## config.mk

```make
export PLATFORM = sky130hd
export DESIGN_NAME = id_hazard_scoreboard
export DESIGN_NICKNAME = d
export VERILOG_FILES = /design/src/rtl/id_hazard_scoreboard_pkg.sv /design/src/rtl/id_hazard_scoreboard_match.sv /design/src/rtl/id_hazard_scoreboard.sv
export SDC_FILE = /design/constraint.sdc
export NUM_CORES = 1
export LEC_CHECK = 0
export CAP_MARGIN = 20
export CORE_MARGIN = 2
export CORE_UTILIZATION = 50
export DETAILED_ROUTE_END_ITERATION = 7
export PLACE_DENSITY = 0.84
export SKIP_CTS_REPAIR_TIMING = 1
export SLEW_MARGIN = 10
export SYNTH_ARGS = -nofsm -noshare
export SYNTH_HDL_FRONTEND = slang
export SYNTH_SLANG_ARGS = --single-unit
```

## constraint.sdc

```tcl
create_clock -name clk -period 2.21 [get_ports clk]
set_clock_uncertainty 0.05 [all_clocks]
set_input_delay 0.3315 -clock clk [delete_from_list [all_inputs] [get_ports clk]]
set_output_delay 0.3315 -clock clk [all_outputs]
set_load 0.03 [all_outputs]
```

## src/rtl/id_hazard_scoreboard_pkg.sv

```systemverilog
// Shared types for the decode-stage hazard scoreboard.
// Shadow entry layout, forwarding select codes, select helper.
package id_hazard_scoreboard_pkg;

    localparam int SB_REG_W = 4;

    localparam logic [1:0] FWD_RF  = 2'd0;
    localparam logic [1:0] FWD_EXE = 2'd1;
    localparam logic [1:0] FWD_MEM = 2'd2;

    typedef struct packed {
        logic                v;
        logic [SB_REG_W-1:0] dest;
        logic                ld;
    } sb_entry_t;

    // A load in EXE has no result yet, so only a non-load EXE hit forwards.
    function automatic logic [1:0] fwd_pick(
        input logic e_hit,
        input logic e_ld,
        input logic m_hit
    );
        if (e_hit && !e_ld) return FWD_EXE;
        if (m_hit) return FWD_MEM;
        return FWD_RF;
    endfunction

endpackage

```

## src/rtl/id_hazard_scoreboard_match.sv

```systemverilog
// Compares one shadow entry against the two ID source indices.
// Purely combinational; one copy per pipeline stage.
module sb_entry_match
    import id_hazard_scoreboard_pkg::*;
(
    input  sb_entry_t           entry,
    input  logic [SB_REG_W-1:0] src1,
    input  logic [SB_REG_W-1:0] src2,
    input  logic                two_src,
    output logic                match1,
    output logic                match2
);

    logic unused_ld;

    assign unused_ld = entry.ld;

    assign match1 = entry.v & (entry.dest == src1);
    assign match2 = entry.v & two_src & (entry.dest == src2);

endmodule

```

## src/rtl/id_hazard_scoreboard.sv

```systemverilog
// Decode hazard scoreboard: EXE/MEM/WB shadow of pending writes.
// Optional forwarding mode under `ID_HAZARD_FWD_EN.
module id_hazard_scoreboard
    import id_hazard_scoreboard_pkg::*;
#(
    parameter int REG_W = SB_REG_W,
    parameter int CNT_W = 16
) (
    input  logic             clk,
    input  logic             rst,
    input  logic             id_valid,
    input  logic             id_wb_en,
    input  logic             id_mem_r_en,
    input  logic [REG_W-1:0] id_dest,
    input  logic [REG_W-1:0] id_src1,
    input  logic [REG_W-1:0] id_src2,
    input  logic             id_two_src,
    input  logic             freeze,
    input  logic             flush,
    output logic             hazard,
`ifdef ID_HAZARD_FWD_EN
    output logic [1:0]       fwd_sel1,
    output logic [1:0]       fwd_sel2,
`endif
    output logic [CNT_W-1:0] stall_cnt
);

    localparam logic [CNT_W-1:0] CNT_MAX = {CNT_W{1'b1}};
    localparam logic [CNT_W-1:0] CNT_ONE = {{(CNT_W-1){1'b0}}, 1'b1};

    sb_entry_t  e_q, m_q, w_q;
    logic [2:0] m1, m2;
    logic       alloc;
    logic       unused_bits;

    sb_entry_match u_match_e (
        .entry(e_q), .src1(id_src1), .src2(id_src2),
        .two_src(id_two_src), .match1(m1[0]), .match2(m2[0])
    );

    sb_entry_match u_match_m (
        .entry(m_q), .src1(id_src1), .src2(id_src2),
        .two_src(id_two_src), .match1(m1[1]), .match2(m2[1])
    );

    sb_entry_match u_match_w (
        .entry(w_q), .src1(id_src1), .src2(id_src2),
        .two_src(id_two_src), .match1(m1[2]), .match2(m2[2])
    );

`ifdef ID_HAZARD_FWD_EN
    // Only a load still in EXE cannot be bypassed.
    assign hazard = id_valid & ~flush & e_q.ld & (m1[0] | m2[0]);

    // Youngest producer wins; WB hits read the write-through register file.
    assign fwd_sel1 = id_valid ? fwd_pick(m1[0], e_q.ld, m1[1]) : FWD_RF;
    assign fwd_sel2 = id_valid ? fwd_pick(m2[0], e_q.ld, m2[1]) : FWD_RF;

    assign unused_bits = ^{w_q.ld, m1[2], m2[2]};
`else
    // Full interlock: any pending write to a read register stalls.
    assign hazard = id_valid & ~flush & ((|m1) | (|m2));

    assign unused_bits = w_q.ld;
`endif

    assign alloc = id_valid & id_wb_en & ~hazard & ~flush;

    // Shadow shift; a stalled, flushed or non-writing slot enters as a bubble.
    always_ff @(posedge clk or negedge rst) begin
        if (!rst) begin
            e_q <= '0;
            m_q <= '0;
            w_q <= '0;
        end else if (!freeze) begin
            w_q <= m_q;
            m_q <= e_q;
            if (alloc) begin
                e_q <= '{v: 1'b1, dest: id_dest, ld: id_mem_r_en};
            end else begin
                e_q <= '0;
            end
        end
    end

    // Saturating count of cycles actually lost to hazards.
    always_ff @(posedge clk or negedge rst) begin
        if (!rst) begin
            stall_cnt <= '0;
        end else if (!freeze && hazard && (stall_cnt != CNT_MAX)) begin
            stall_cnt <= stall_cnt + CNT_ONE;
        end
    end

endmodule

```

Word-level counts from Yosys, hierarchy flattened:

Index checks and enable logic that the tools add are counted.

* register bits: 31
* latch bits: 0
* memory bits (writable): 0
* bits in read-only memories: 0
* input bits: 20
* logic and storage cells: 38
* memories: 0

* add/sub/neg operators: 1
* $mul: 0
* divide/modulo/power cells: 0
* order comparisons: 0
* eq/ne operators: 7
* shifts and indexed selects: 0
* multiplexer cells: 1
* bitwise operators: 17
* reduce and logical (&&, ||, !) cells: 5

Operators with widths (number)
* 4-bit == test: 6
* 16-bit by 1-bit adder with 16-bit output, second input constant: 1
* 16-bit != test, second input constant: 1
* 1-bit bitwise AND: 14
* 6-bit two-way mux: 1
* 3-bit OR reduction: 2
* 1-bit logical AND: 2
* 1-bit inverter: 2
* 1-bit logical NOT: 1
* 1-bit bitwise OR: 1

Depth between registers and ports, before layout:

* depth after elaboration: 9
* gate-level depth with buffers: 9
* gate-level depth less buffers: 8

By module:

Synthesis repeated with hierarchy kept, for this count alone.

* cells, all modules: 160
* area total of the unflattened synthesis: 1840.5 um^2

Modules (own cells, without submodules)
* id_hazard_scoreboard: times used 1, cells an instance 115, area each 1502.7 um^2
* sb_entry_match: times used 3, cells an instance 15, area each 112.6 um^2

Worst setup path after synthesis:

No wires, ideal clock.

* path type: register -> register
* from: reg stall_cnt[8]
* to: reg stall_cnt[1]
* setup time: 0.128 ns
* arrival time: 2.117 ns
* data required time: 2.032 ns
* setup slack: -0.085 ns
* cell stages (with the launch flop): 8
* clock period less this slack: 2.295 ns
* cell sequence: dfrtp_1 -> and3_1 -> nand4_1 -> or2_2 -> o31a_1 -> o21ai_2 -> buf_6 -> mux2_1

* cells in the longest elaborated chain, start to end: 2

Ends and longest elaborated chain
* from (decl): RTL line id_hazard_scoreboard.sv:25 `output logic [CNT_W-1:0] stall_cnt`
* from (signal assigned): RTL line id_hazard_scoreboard.sv:91 `stall_cnt <= stall_cnt + CNT_ONE;`
* 16-bit != test: RTL line id_hazard_scoreboard.sv:90 `end else if (!freeze && hazard && (stall_cnt != CNT_MAX)) begin`
* 1-bit logical AND: RTL line id_hazard_scoreboard.sv:90

Every way passes these cells.
A chain may end at the register's enable or synchronous reset.

Worst setup path in the final report:

* from: reg w_q[2] (netlist name)
* to: out hazard

* cells in the longest elaborated chain, start to end: 5
* elaborated cells on any way between the ends: 8
* those cells by class: eq/ne (2); bitwise (4); reduce/logical (2)

Ends and longest elaborated chain
* from (decl): RTL line id_hazard_scoreboard.sv:31 `sb_entry_t e_q, m_q, w_q;`
* from (signal assigned): RTL line id_hazard_scoreboard.sv:76 `w_q <= m_q;`
* 4-bit == test (on tied branches): RTL line id_hazard_scoreboard_match.sv:18, id_hazard_scoreboard_match.sv:19
* 1-bit bitwise AND (on tied branches): RTL line id_hazard_scoreboard_match.sv:18, id_hazard_scoreboard_match.sv:19
* 3-bit OR reduction: RTL line id_hazard_scoreboard.sv:62 `assign hazard = id_valid & ~flush & ((|m1) | (|m2));`
* 1-bit bitwise OR *: RTL line id_hazard_scoreboard.sv:62
* 1-bit bitwise AND *: RTL line id_hazard_scoreboard.sv:62
* to (decl): RTL line id_hazard_scoreboard.sv:20 `output logic hazard,`

Mark *: on every way between the ends. The rest lies on a longest branch, timed or not.

==> results.md <==
- Clock latency at the later pin of the worst-skew pair: 340 ps
- Vias in the first global route: 1318
- Final Critical Period: 2380 ps
- Die H: 61.3 um
- RR Startpoint: w_q[2]
- Worst slew pin tran: 514 ps
- Pwr dens: 472 mW/mm^2
- Pre-Repair DR Iteration Count: 4
- Worst-path cell chain: a222oi_1 -> or4b_4 -> nand4_4 -> nor2_4 -> nor2_1 -> buf_4
- Routed wire per std cell: 16.2 um
- DR vias/cell: 5.39
- Top post-synthesis cells by count: dfrtp_1 (31), xor2_1 (24), xnor2_1 (12), mux2_2 (10), nor2_1 (8)
- Internal reg-to-reg setup slack: -120 ps
- Fillers: 218
- Peak supply drop: 0.459 mV
- CP max FO: 4
- First-pass GRT wire length: 6260 um
- Most frequent cell after synthesis: dfrtp_1
- Share of synthesized flip-flops with an asynchronous set or reset: 100%
- FP Rows: 20
- Post-synth top area share: 47.3%
- Residual DRC: 0
- Yosys reg bits: 31
- Number of distinct library cells after synthesis: 32
- Worst R2R Path Depth: 9
- GRT Total Usage: 23.6%
- Pleak: 0.00122 uW
- Critical Path Stages: 6
- Area occupied by multi-input gates: 930 um^2
- Max-cap viol count: 0
- DRT iter0 DRCs: 106
- Num CTS Buffers: 5
- TritonCTS clock tree: built
- Die X: 61.3 um
- Post-DP HPWL: 2880 um
- Layout cells sized above 1: 28.9%
- Root Buffer: clkbuf_4
- Core area: 0.00308 mm^2
- Total power: 1120 uW
- Data required, critical path: 1830 ps
- Sequential area share after synthesis: 47.3%
- Reg clk slew, reported paths: 100 ps
- Num ports: 37
- WS Path Type: reg2out
- Min setup slack post-route: -168 ps
- H-tree Lvls: 2
- Die area: 0.00376 mm^2
- CP Buf/Inv Count: 1
- Via count: 1336
- Max Freq: 421 MHz
- Yosys warns: 0
- Area Growth Syn to Fin: 44.3%
- Max Slew Vio Count: 0
- Final Hold Violating Endpoints: 0
- RSZ-0062 raised after global routing: yes
- Total length of routed wires: 4010 um
- CP max stage cell: or4b_4
- Hold_ws: 318 ps
- Worst min-delay path category: in2async
- Largest net degree at the start of global routing: 32
- GRT Residual Overflow: 0
- CP delay by family, top: simple AND/OR/NAND/NOR gates
- Status: finished with violations
- Worst setup SP type: flop
- Cell Area, Synth: 0.00164 mm^2
- Final worst-path cycle share: 108%
- Failing checks: negative setup slack
- Max incr delay on CP: 510 ps
- Starting Density: 53.3%
- Worst rel slew slack: 65.6%
- Setup violators final: 5
- Net count, final: 224
- CP endpoint: hazard
- Gp weighted congestion: 0.879
- Port buffer count: 35
- Clock sink count: 31
- Syn nets: 166
- Top FF cell, synth: dfrtp_1
- Largest area contributor in the netlist: dfrtp_1
- Crit path capture type: output pin
- WP data arrival: 2000 ps
- Post-synth EDFFs: 0
- N_diodes: 0
- Post-synthesis area per instance: 11.3 um^2
- Clock buffer depth: 2
- Initial antenna violation count: 0
- Top post-synthesis cells by area: dfrtp_1 (47%), xor2_1 (13%), mux2_2 (6.9%)
- Pre-CTS setup slack: -368 ps
- Worst setup path start: w_q[2]
- Register Area: 782 um^2
- Detail Route Antenna Nets: 0
- R2R Path End: stall_cnt[12]
- Synth Instances: 145
-- worst min path at each step --
stage                  startpoint            end  slack, ps  cells after the start
floorplan                     rst         e_q[1]        -10                      0
CTS                           rst         w_q[1]        350                      2
detailed placement  stall_cnt[10]  stall_cnt[10]        410                      1
global placement    stall_cnt[10]  stall_cnt[10]        420                      1
global route                  rst  stall_cnt[14]        360                      2
finish                        rst         w_q[1]        320                      2
-- kinds of logic after synthesis --
group           after synthesis  synth area share (%)
compound gates               11                  5.64
xor+xnor                     36                  19.2
fa+ha+maj                     1                 0.762
buf+inv                      10                  2.74
flops                        31                  47.3
mux                          11                  7.55
simple gates                 45                  16.8
-- stage by stage --
step | instance area, um^2 | instances | TNS [ps] | util (%)
after floorplan | 1650 | 145 | 0 | -
after global placement | 2140 | 236 | -5470 | 69.7
after detailed placement | 2140 | 236 | -5680 | 69.7
after CTS | 2190 | 244 | -435 | 71.3
after global routing | 2370 | 248 | -1350 | 77.0
final | 2370 | 248 | -489 | 77.0
-- routing by layer --
metal | GRT usage (%) | wire length, um | share of wire (%)
met2 | 39.1 | 2040 | 51
met3 | 6.30 | 212 | 5.3
met1 | 28.8 | 1640 | 41
met4 | 11.2 | 125 | 3.1
met5 | 0 | 0 | 0
-- sequential cells by signal (all words and copies together), names as in the netlist --
name / count
stall_cnt: 16
m_q: 5
w_q: 5
e_q: 5
-- power by group --
part           switching, uW  internal (uW)  leakage, uW  total (uW)
Sequential              25.8            589     0.000404         615
Combinational           84.2           97.7     0.000789         182
Clock                    196            124    0.0000293         320
-- area by class of cell --
class	instances	area share, %
Clock buffer	7	1.90
Clock inverter	1	0.211
Inverter	7	1.11
Multi-Input combinational cell	104	39.2
Sequential cell	31	33.0
Tap cell	44	2.32
Timing Repair Buffer	54	22.2
-- cells in the final DEF (no fill, tap or decap), types with 2 or more instances in the layout --
master and n:
nor3_1 4, buf_4 17, a22o_1 4, nor4_4 2, dfrtp_1 26, clkbuf_1 2, xnor2_1 11, clkdlybuf4s50_1 28
and3_1 4, nor2_4 2, dlymetal6s2s_1 6, xor2_1 24, inv_1 6, nand4_1 3, nand2b_1 3, clkbuf_4 5
dfrtp_2 5, nor2_1 6, nand3_1 6, mux2_2 10, buf_6 2, nor3_4 5, nand2_1 6
No activity file was read; power rests on OpenSTA's default activity.
==> edit 1 (same settings) <==
`CNT_W`: 16 -> 32.
--- a/src/rtl/id_hazard_scoreboard.sv
+++ b/src/rtl/id_hazard_scoreboard.sv
@@ -6,3 +6,3 @@
     parameter int REG_W = SB_REG_W,
-    parameter int CNT_W = 16
+    parameter int CNT_W = 32
 ) (
Ports: changed (resized stall_cnt); port bits go from 37 to 53. The function was not compared with the original's and may differ.
==> edit 1 against the unedited design <==
- the run ends with hold timing, setup timing left
- worst hold slack worse by 320 ps
- register-to-register slack better by 50 ps
- utilization fell by 6.5 points
- non-clock buffer count rose by 20
- maximum frequency up 2.9%
- count of clock-buffer cells in the layout down 1
- sequential cell count increased by 16
- total power increased by 49%
- design area is 50% higher
- clock power is 67% higher
- global-route usage fell by 1.8 points
- area after synthesis increased by 58%
- wire length rose by 65%
- worst setup slack improved by 68 ps
==> edit 1: results (changes against the unedited design) <==
| Metric | Value |
|---|---|
| Most common library cells after synthesis | `47 x dfrtp_1, 43 x xor2_1, 20 x nor3_1` |
| Port Buf Inserts | `51 (+46%)` |
| Hpwl dp | `4229 µm (+47%)` |
| Post-synth cell types | `44 (+38%)` |
| Max FFs per register | `32 (+16)` |
| Setup violation total in the final timing report | `10 (+5)` |
| Sequential cell area | `1179 µm² (+51%)` |
| Cell Area, Placed | `3279 µm² (+53%)` |
| Signal buffers share of area | `21.32% (-0.87 points)` |
| Pint | `1.232 mW (+52%)` |
| Met3 wire length | `407 µm (+92%)` |
| Worst Path Arrival | `2500 ps (+500 ps)` |
| GR Util All Layers | `21.81% (-1.8 points)` |
| Multi-input gate area | `1418 µm² (+52%)` |
| GP Congestion | `0.9614 (+9.4%)` |
| R2R Setup Slk | `-70 ps (+50 ps)` |
| Leakage Power | `1.771 nW (+45%)` |
| Clock-cell share | `2.467% (+0.35 points)` |
| Met1 WL | `2739 µm (+67%)` |
| Status | `complete, but fails checks` |
| # clk buffers | `6 (-1)` |
| Worst setup margin | `-99.60 ps (+68.05 ps)` |
| Net count, final | `326 (+46%)` |
| Fillcell total | `354 (+62%)` |
| Violated checks | `hold timing, setup timing` |
| Fin Hold WS | `-4.630 ps (-322.5 ps)` |
| Area grow syn2layout | `37.10%` |
| Multi-input combinational area share | `39.92% (+0.67 points)` |
| Average wire per standard cell | `17.66 µm (+9.2%)` |
| FF-to-FF path depth | `10 (+1)` |
| Largest Register | `stall_cnt` |
| Met2 wire len | `3362 µm (+65%)` |
| Sequential-to-total area share from yosys stat | `45.41% (-1.8 points)` |
| Syn_nets | `255 (+54%)` |
| Worst IR Drop VDD | `0.0004667 V (+1.8%)` |
| First-pass GRT wire length | `10180 µm (+63%)` |
| Met2 Track Usage GR | `35.89% (-3.2 points)` |
| Vias in the first global route | `2066 (+57%)` |
| Synth area leaders | `dfrtp_1 45%, xor2_1 15%, nor3_1 3.9%, nor4_2 3.9%, mux2_2 3.0%` |
| Via density per instance | `5.680 (+5.4%)` |
| Worst Path Max Fanout | `14 (+10)` |
| Bufs w/o clock | `74 (+37%)` |
| GR Util met1 | `28.35% (-0.50 points)` |
| CTS Root Cell | `clkbuf_8` |
| Num sequential | `47 (+52%)` |
| Slew @ Worst Pin | `634.9 ps (+120.6 ps)` |
| Final hold viol count | `18 (+18)` |
| Post-Place Setup Slack | `-268.3 ps (+99.76 ps)` |
| Met3 Track Usage GR | `5.687% (-0.62 points)` |
| Reg clk slew, reported paths | `90 ps` |
| Layout cells sized above 1 | `23.61% (-5.3 points)` |
| Number of signal-net inverters in the final layout | `6 (-1)` |
| DRT iter0 DRCs | `137 (+29%)` |
## edit 1: power groups by stage
stage | clock network (mW) | registers (mW) | logic (mW)
after detailed placement | 0 | 0.927 | 0.195
final | 0.533 | 0.910 | 0.217
after CTS | 0.546 | 0.910 | 0.197
after floorplan | 0 | 0.934 | 0.0849
after global routing | 0.578 | 0.915 | 0.236
after global placement | 0 | 0.926 | 0.189
## edit 1: final timing paths
| path | start | endpoint |
|---|---|---|
| worst max-delay path | id_src1[0] | stall_cnt[15] |
| worst min-delay path | rst | w_q[2] |
| worst max register to register | w_q[2] | stall_cnt[15] |
| worst min register to register | stall_cnt[21] | stall_cnt[21] |
| max in group asynchronous | rst | stall_cnt[13] |
| min in group clk | stall_cnt[21] | stall_cnt[21] |
## edit 1: logic make-up (layout without fill, tap and decap cells)
group / after synthesis / count (layout) / synth area share [%]
simple gates: 94 / 94 / 25.02
xor+xnor: 49 / 49 / 16.57
flops: 47 / 47 / 45.41
compound gates: 19 / 19 / 5.363
buf+inv: 16 / 87 / 3.527
mux: 8 / 8 / 3.623
fa+ha+maj: 1 / 1 / 0.4830
## edit 1: stage by stage
| step | std cells | TNS, ps | utilization (%) | hold WS (ps) |
|---|---|---|---|---|
| final | 375 | -332.0 | 70.42 | -4.630 |
| after detailed placement | 363 | -6401 | 65.04 | 351.1 |
| after floorplan | 234 | 0 | - | -14.09 |
| after CTS | 370 | -255.5 | 66.77 | 17.56 |
| after global routing | 375 | -1828 | 70.42 | 45.57 |
| after global placement | 363 | -3861 | 65.04 | 334.6 |
## edit 1: critical path, stage by stage
cell and delay [ps]:
clkdlybuf4s50_1 510, xor2_1 220, nor4_2 240, a31oi_1 80
and3_4 180, buf_12 120, buf_4 220, buf_4 180
nor3_1 240, xor2_1 160
==> edit 2 (same flow settings) <==
Without the edit above. Put one more register stage on the output `stall_cnt`. The value now appears one clock later. The other outputs are not delayed to match.
--- a/src/rtl/id_hazard_scoreboard.sv
+++ b/src/rtl/id_hazard_scoreboard.sv
@@ -29,2 +29,4 @@
     localparam logic [CNT_W-1:0] CNT_ONE = {{(CNT_W-1){1'b0}}, 1'b1};
+
+    logic [CNT_W-1:0] stall_cnt_s0;
 
@@ -88,6 +90,10 @@
         if (!rst) begin
-            stall_cnt <= '0;
-        end else if (!freeze && hazard && (stall_cnt != CNT_MAX)) begin
-            stall_cnt <= stall_cnt + CNT_ONE;
+            stall_cnt_s0 <= '0;
+        end else if (!freeze && hazard && (stall_cnt_s0 != CNT_MAX)) begin
+            stall_cnt_s0 <= stall_cnt_s0 + CNT_ONE;
         end
+    end
+
+    always_ff @(posedge clk) begin
+        stall_cnt <= stall_cnt_s0;
     end
Behaviour: not the same (Yosys sat finds a counterexample within 4 cycles, from zero or initial values and one cycle with rst low).
==> edit 2 against the unedited design <==
- the run still ends with setup timing left
- total power up 56%
- first-iteration DRC count down 49%
- critical path depth grew 2
- design area is 20% higher
- worst setup slack improved by 92 ps
- combinational power grew 8%
- wire length increased by 7.1%
- sequential share of layout area grew 5.5 points
- final cell count rose by 11%
- die area grew 28%
- area after synthesis up 30%
- sequential cell count grew 16
- critical path type is now in -> out
==> edit 2: results (changes against the unedited design) <==
| Metric | Value |
|---|---|
| Slew headroom | `73.45% (+7.8 points)` |
| Largest regs | `stall_cnt (16), stall_cnt_s0 (16)` |
| Total CTS buffers | `5 (unchanged)` |
| Fin cells | `276 (+11%)` |
| #MultiIn Comb | `118 (+13%)` |
| Setup_tns | `-75.62 ps (+413.7 ps)` |
| Cell Area, Placed | `2600 µm² (+21%)` |
| Syn Inst Count | `173 (+19%)` |
| Reg clk slew, reported paths | `80 ps (-20 ps)` |
| Violated checks | `setup timing` |
| # clock sinks | `47 (+52%)` |
| Later-pin clock latency in the skew report | `300 ps (-40 ps)` |
| Synth area leaders | `dfrtp_1 36%, dfxtp_1 15%, xor2_1 13%, a211oi_2 5.3%, mux2_2 5.3%` |
| Clock-cell share | `4.092% (+2.0 points)` |
| Most common library cells after synthesis | `32 x xor2_1, 31 x dfrtp_1, 16 x dfxtp_1` |
| Sequential share of cell area | `38.54% (+5.5 points)` |
| CTS Root Cell | `clkbuf_8` |
| DRT iter0 DRCs | `54 (-49%)` |
| Sequential-to-total area share from yosys stat | `51.50% (+4.2 points)` |
| Post-Place Setup Slack | `-212.3 ps (+155.8 ps)` |
| Worst IR Drop VDD | `0.0005192 V (+13%)` |
| Setup violation total in the final timing report | `1 (-4)` |
| Leakage Power | `1.284 nW (+5.0%)` |
| Layout cells sized above 1 | `28.76% (-0.16 points)` |
| Worst Path Arrival | `1900 ps (-100 ps)` |
| Pwr dens | `611.4 nW/µm² (+30%)` |
| Bufs w/o clock | `50 (-7.4%)` |
| Number of signal-net inverters in the final layout | `3 (-4)` |
| Share of async-settable or async-resettable flops after synthesis | `65.96% (-34 points)` |
| Worst Path Max Fanout | `3 (-1)` |
| Vias in the first global route | `1488 (+13%)` |
| FF-to-FF path depth | `7 (-2)` |
| Post-synth cell types | `35 (+9.4%)` |
| Hpwl dp | `3018 µm (+4.9%)` |
| First-pass GRT wire length | `6962 µm (+11%)` |
| Fillcell total | `294 (+35%)` |
| Multi-input gate area | `1076 µm² (+16%)` |
| Average wire per standard cell | `15.56 µm (-3.8%)` |
| Hold Path Class | `reg -> reg` |
| GP Congestion | `0.8163 (-7.1%)` |
| Status | `complete, but fails checks` |
| Via density per instance | `5.174 (-4.0%)` |
| Signal buffers share of area | `16.94% (-5.2 points)` |
| Final hold viol count | `0 (unchanged)` |
| Worst setup margin | `-75.62 ps (+92.02 ps)` |
| Syn_nets | `194 (+17%)` |
| Placed insts | `266 (+13%)` |
| Maximum clock path buffer count | `2 (unchanged)` |
| DRT Pass-1 Iters | `4 (unchanged)` |
| GR Util All Layers | `18.39% (-5.3 points)` |
| Net count, final | `246 (+9.8%)` |
## edit 2: cell types whose count changed after synthesis, sizes merged, moves of 5 or more
cell    before  now
a211oi       0   13
dfxtp        0   16
nand2        6   15
nand3        6   13
nor2         8    1
nor3         9    2
o21ai        1    6
xnor2       12    7
xor2        24   32
## edit 2: power breakdown
| group | total (mW) | switching [mW] | internal (mW) |
|---|---|---|---|
| sequential | 0.914 | 0.0309 | 0.883 |
| combinational | 0.196 | 0.102 | 0.0941 |
| clock | 0.629 | 0.287 | 0.343 |
| total | 1.74 | 0.419 | 1.32 |
## edit 2: logic make-up (layout without fill, tap and decap cells)
kind of cell | count (synthesis) | in the layout | share of synthesized area [%]
muxes | 11 | 11 | 5.820
DFF | 47 | 47 | 51.50
AOI/OAI and AO/OA | 22 | 22 | 10.05
buffers and inverters | 8 | 61 | 2.527
and+or+nand+nor | 45 | 45 | 13.46
adders and majority gates | 1 | 1 | 0.5878
xor gates and xnor gates | 39 | 39 | 16.05
## edit 2: path summary, 6_finish.rpt
check	start	endpoint	slack (ps)
setup / recovery	id_src2[2]	hazard	-80
hold / removal	stall_cnt_s0[10]	stall_cnt[10]	360
setup reg to reg	m_q[2]	stall_cnt_s0[5]	140
hold reg to reg	stall_cnt_s0[10]	stall_cnt[10]	360
max in group asynchronous	rst	stall_cnt_s0[0]	1450
min in group asynchronous	rst	m_q[1]	370
## edit 2: worst max-delay path: stages
cell and delay, ps:
clkdlybuf4s50_1 560, xnor2_1 150, nand3_1 120, nor4_2 220, a31oi_2 120, nand2_2 100
and3b_1 170, buf_6 130
## edit 2: layer usage
metal	share of wire (%)	vias to the layer above	track usage [%]
met2	53	22	31.30
met5	0	-	0
met1	42	703	22.17
li1	-	696	-
met3	3.1	7	5.087
met4	1.7	0	6.972
